<file path="src/rtl/haraka_pkg.sv">
// Shared types and constants for the SHAKE256 absorb/squeeze datapath.
// Squeeze-side state encoding lives next to the sponge constants.
package haraka_pkg;

    localparam int BLOCK_WIDTH  = 256;
    localparam int PACKET_WIDTH = 8;

    // SHAKE256 sponge parameters shared with the absorb-side deserializer
    localparam int         SHAKE256_RATE_BITS  = 1088;
    localparam int         SHAKE256_RATE_BYTES = SHAKE256_RATE_BITS / 8;
    localparam logic [7:0] SHAKE256_PAD_FIRST  = 8'h1F;
    localparam logic [7:0] SHAKE256_PAD_LAST   = 8'h80;

    typedef enum logic [1:0] {
        IDLE,
        WAIT_BLOCK,
        SHIFT,
        DONE
    } sq_state_e;

endpackage

</file>
<file path="src/rtl/squeeze_serializer.sv">
// SHAKE256 squeeze output stage: splits 256-bit blocks into bytes, LSB first,
// stops after out_len bytes and requests further blocks as needed.
module squeeze_serializer
    import haraka_pkg::*;
#(
    parameter int IN_WIDTH             = BLOCK_WIDTH,
    parameter int OUT_WIDTH            = PACKET_WIDTH,
    parameter int PACKETS_IN_BLOCK     = IN_WIDTH / OUT_WIDTH,
    parameter int PACKET_COUNTER_WIDTH = $clog2(PACKETS_IN_BLOCK),
    parameter int LEN_WIDTH            = 16
) (
    input  logic                 clk,
    input  logic                 clear_n,
    input  logic                 start,
    input  logic [LEN_WIDTH-1:0] out_len,
    input  logic [IN_WIDTH-1:0]  block_in,
    input  logic                 block_valid,
    output logic                 block_ready,
    output logic [OUT_WIDTH-1:0] serial_out,
    output logic                 serial_valid,
    input  logic                 serial_ready,
    output logic                 squeeze_req,
    output logic                 done
);

    localparam logic [PACKET_COUNTER_WIDTH-1:0] LAST_PKT =
        PACKET_COUNTER_WIDTH'(PACKETS_IN_BLOCK - 1);

    sq_state_e                     state_q, state_d;
    logic [IN_WIDTH-1:0]           shreg_q, shreg_d;
    logic [PACKET_COUNTER_WIDTH-1:0] cnt_q, cnt_d;
    logic [LEN_WIDTH-1:0]          rem_q, rem_d;
    logic                          sq_req_q, sq_req_d;

    always_ff @(posedge clk or negedge clear_n) begin
        if (!clear_n) begin
            state_q  <= IDLE;
            shreg_q  <= '0;
            cnt_q    <= '0;
            rem_q    <= '0;
            sq_req_q <= 1'b0;
        end else begin
            state_q  <= state_d;
            shreg_q  <= shreg_d;
            cnt_q    <= cnt_d;
            rem_q    <= rem_d;
            sq_req_q <= sq_req_d;
        end
    end

    always_comb begin
        state_d  = state_q;
        shreg_d  = shreg_q;
        cnt_d    = cnt_q;
        rem_d    = rem_q;
        sq_req_d = 1'b0;
        case (state_q)
            IDLE, DONE: begin
                if (start) begin
                    if (out_len != '0) begin
                        rem_d   = out_len;
                        state_d = WAIT_BLOCK;
                    end else begin
                        state_d = DONE;
                    end
                end
            end
            WAIT_BLOCK: begin
                if (block_valid) begin
                    shreg_d = block_in;
                    cnt_d   = '0;
                    state_d = SHIFT;
                end
            end
            SHIFT: begin
                if (serial_ready) begin
                    shreg_d = shreg_q >> OUT_WIDTH;
                    cnt_d   = cnt_q + 1'b1;
                    if (rem_q != '0) rem_d = rem_q - 1'b1;
                    // Last owed byte ends the run even mid-block; the rest is dropped
                    if (rem_q <= LEN_WIDTH'(1)) begin
                        state_d = DONE;
                    end else if (cnt_q == LAST_PKT) begin
                        state_d  = WAIT_BLOCK;
                        sq_req_d = 1'b1;
                    end
                end
            end
            default: state_d = IDLE;
        endcase
    end

    assign block_ready  = (state_q == WAIT_BLOCK);
    assign serial_valid = (state_q == SHIFT);
    assign serial_out   = serial_valid ? shreg_q[OUT_WIDTH-1:0] : '0;
    assign squeeze_req  = sq_req_q;
    assign done         = (state_q == DONE);

endmodule

</file>
<file path="config.mk">
export PLATFORM = sky130hd
export DESIGN_NAME = squeeze_serializer
export DESIGN_NICKNAME = d
export VERILOG_FILES = /design/src/rtl/haraka_pkg.sv /design/src/rtl/squeeze_serializer.sv
export SDC_FILE = /design/constraint.sdc
export NUM_CORES = 1
export LEC_CHECK = 0
export BUFFER_PORTS_ARGS = -buffer_cell sky130_fd_sc_hd__clkbuf_2
export CELL_PAD_IN_SITES_DETAIL_PLACEMENT = 1
export CELL_PAD_IN_SITES_GLOBAL_PLACEMENT = 1
export CORE_ASPECT_RATIO = 1.2
export CORE_MARGIN = 2
export CORE_UTILIZATION = 42
export CTS_CLUSTER_DIAMETER = 100
export DETAILED_ROUTE_END_ITERATION = 8
export MAX_ROUTING_LAYER = met4
export PLACE_DENSITY_LB_ADDON = 0.2
export SYNTH_ARGS = -nofsm -noshare
export SYNTH_HDL_FRONTEND = slang
export SYNTH_SLANG_ARGS = --single-unit
</file>
<file path="constraint.sdc">
create_clock -name clk -period 2.2 [get_ports clk]
set_input_delay 0 -clock clk [delete_from_list [all_inputs] [get_ports clk]]
set_output_delay 0 -clock clk [all_outputs]
set_load 0.005 [all_outputs]
</file>
==> flow_summary.ini <==
[run_status]
status = finished clean

[floorplan]
die_x_um = 167
die_h_um = 199
core_mm2 = 0.0313
pin_count = 289
start_util = 0.426
die_area_mm2 = 0.0332
rows = 71

[route]
drc_errors = 0
final_antenna_net_count = 0
via_per_inst = 5.37
drt_pre_antenna_iters = 5
wirelength_um = 49200
wire_per_inst_um = 21.5
drt_iter0_drc = 784
vias = 12300

[setup_path]
crit_required_ns = 2.63
cp_num_buf_inv = 2
worst-r2r-setup-slack_ns = 0.08
crit_start = state_q[0]
critPathArrivalTime_ns = 2.55
endpoint_kind = flop
cp_slowest_stage_delay_ns = 0.37
cp_slowest_cell = a211o_1
worstReg2RegStart = state_q[0]
critical_path_depth = 8
regToRegEndpoint = rem_q[14]
cp_cell_sequence = inv_1 -> ha_4 -> nor2b_2 -> a211o_1 -> a21o_1 -> buf_4 -> o21ai_0 -> nand3_1
start_kind = flop
path_max_fanout = 12
worstRegToRegCells = 8
path_delay_family = compound AO/OA/AOI/OAI gates
cp-endpoint = rem_q[14]
path_class = reg -> reg

[logic_synthesis]
yosysTopAreaCellShare = 0.525
synthSimpleGateAreaFrac = 0.119
netlist_area_mm2 = 0.0133
synth_edf_count = 0
synth_top_cells_by_area = dfrtp_1 53%, mux2i_1 19%, o21ai_0 10%
synth_top_family_by_area = multiplexers
synthArstFlopShare = 1.00
synth-seq-cells = 280
synth_top_flop_cell = dfrtp_1
ys.warnings.count = 0
synth-compound-area-share = 0.120
synthMuxAreaShare = 0.193
ys_types = 49
ys_seq_area_frac = 0.525
yosysTopAreaCell = dfrtp_1
syn-num-nets = 1600
yosys.area_share.xor_xnor = 0
synth_cells = 1314
synth_area_per_cell_um2 = 10.1
synthAdderAreaFrac = 0.00844

[power]
powerDensity_mw_per_mm2 = 1260
ir_drop_uv = 842
power_uw = 24400
p_leak_uw = 0.00874

[cts]
cts_tree = yes
clockBufferDepth = 3
h-tree-depth = 1
clock-root-buffer = clkbuf_16
clk_pin_slew_worst_paths_ns = 0.07
clock_latency_ns = 0.57
cts_made_buffers = 31
cts_sinks = 280

[sta]
drv_slew = 0
fin_worst_skew_ns = 0.0181
setup-violations-final = 0
worst_slew_pin_slew_ns = 0.759
post-route-period-util = 0.964
setup_tns_ns = 0
rsz0062_at_grt = yes
min_period_ns = 2.12
holdWs_ns = 0.0465
hold_viol_final = 0
max_slew_margin = 0.492
fmax_mhz = 472

[global_route]
track_usage = 0.297
grt_overflow_total = 0
grt_pass1_vias = 14200
grt_max_degree = 82
grt_antenna_before_repair = 8
grt_pass1_wl_um = 76400

[final_layout]
multi_input_area_mm2 = 0.00589
fillers = 3398
final_common_cell = clkbuf_2
regArea_mm2 = 0.00701
nets = 2147
syn_to_final_growth_pct = 45.4
most-common-layout-cells = 287 x clkbuf_2, 282 x nand2_1, 280 x dfrtp_1
drive_gt1_frac = 0.213

[place]
port_buffers = 288
hpwl_um = 25500
gp_congestion = 0.820

[hold_path]
hp-class = in -> async

[run]
maxCapViolCount = 0
==> registers in the layout, summed over array words and instances, names as in the netlist <==
name	count
state_q	2
rem_q	16
shreg_q	256
squeeze_req	1
cnt_q	5
==> synth_stat cells, types with 3 or more instances <==
library cell    n
nand2_1       282
dfrtp_1       280
o21ai_0       266
mux2i_1       257
clkbuf_1       47
buf_2          40
nand3_1        20
inv_1          10
a21oi_1         9
ha_1            9
nor2_1          9
nor3_1          9
and2_1          8
buf_4           5
nand4_1         5
nor2b_1         5
and4_1          4
nor4_1          4
nand2b_1        3
nor4_4          3
o21a_1          3
==> worst min-delay path by stage <==
stage / startpoint / to / slack [ns] / cells after the start
after detailed placement: clear_n / shreg_q[41] / 0.07 / 1
after global routing: clear_n / shreg_q[47] / 0.12 / 2
after floorplan: clear_n / cnt_q[0] / -0.30 / 0
after CTS: clear_n / shreg_q[105] / 0.07 / 2
after global placement: clear_n / shreg_q[33] / 0.07 / 1
final: clear_n / shreg_q[47] / 0.05 / 2
==> cell families (layout without fill, tap and decap cells) <==
logic type,Yosys count,in the layout
AOI/OAI and AO/OA,301,301
adders and majority gates,9,9
buffers and inverters,103,672
DFF,280,280
muxes,257,257
other,0,9
and+or+nand+nor,364,364
==> where the power goes <==
group / total [uW] / switching, uW / internal [uW]
Combinational: 9320 / 5390 / 3930
Sequential: 9440 / 1800 / 7640
Clock: 5600 / 2290 / 3310
Total: 24400 / 9480 / 14900
==> metrics by stage <==
stage	utilization	setup slack [ns]	instance area [um2]	cells
finish	0.620	0.0795	19400	2293
global route	0.620	-0.0183	19400	2292
floorplan	-	0.164	13300	1314
detailed placement	0.492	-0.0277	15400	1947
CTS	0.617	0.0245	19300	2280
global placement	0.492	0.152	15400	1947
==> metal layers <==
layer / vias to the layer above / share of wire / global-route usage
met3: 124 / 0.036 / 0.0351
met1: 6166 / 0.39 / 0.338
met5: - / 0 / -
met4: 0 / 0.037 / 0.106
met2: 345 / 0.54 / 0.542
li1: 5667 / - / -
==> area by class of cell <==
type                       count  area share
clock buffer                  42      0.0463
sequential                   280       0.361
timing repair buffer         607       0.251
clock inverter                13     0.00897
inverter                      10     0.00213
multi-input combinational    931       0.304
antenna                        9     0.00116
tap                          401      0.0259
==> what timing repair did <==
item / CTS / global route
hold buffers: 276 / 0
gates resized for setup: 3 / 10
pin swaps: 1 / 0
buffers inserted: 1 / 3
gates cloned: 1 / 1
endpoints found under the hold margin: 545 / 0
endpoints found under the setup margin: 10 / 19
Power figures use the tool's default switching activity.
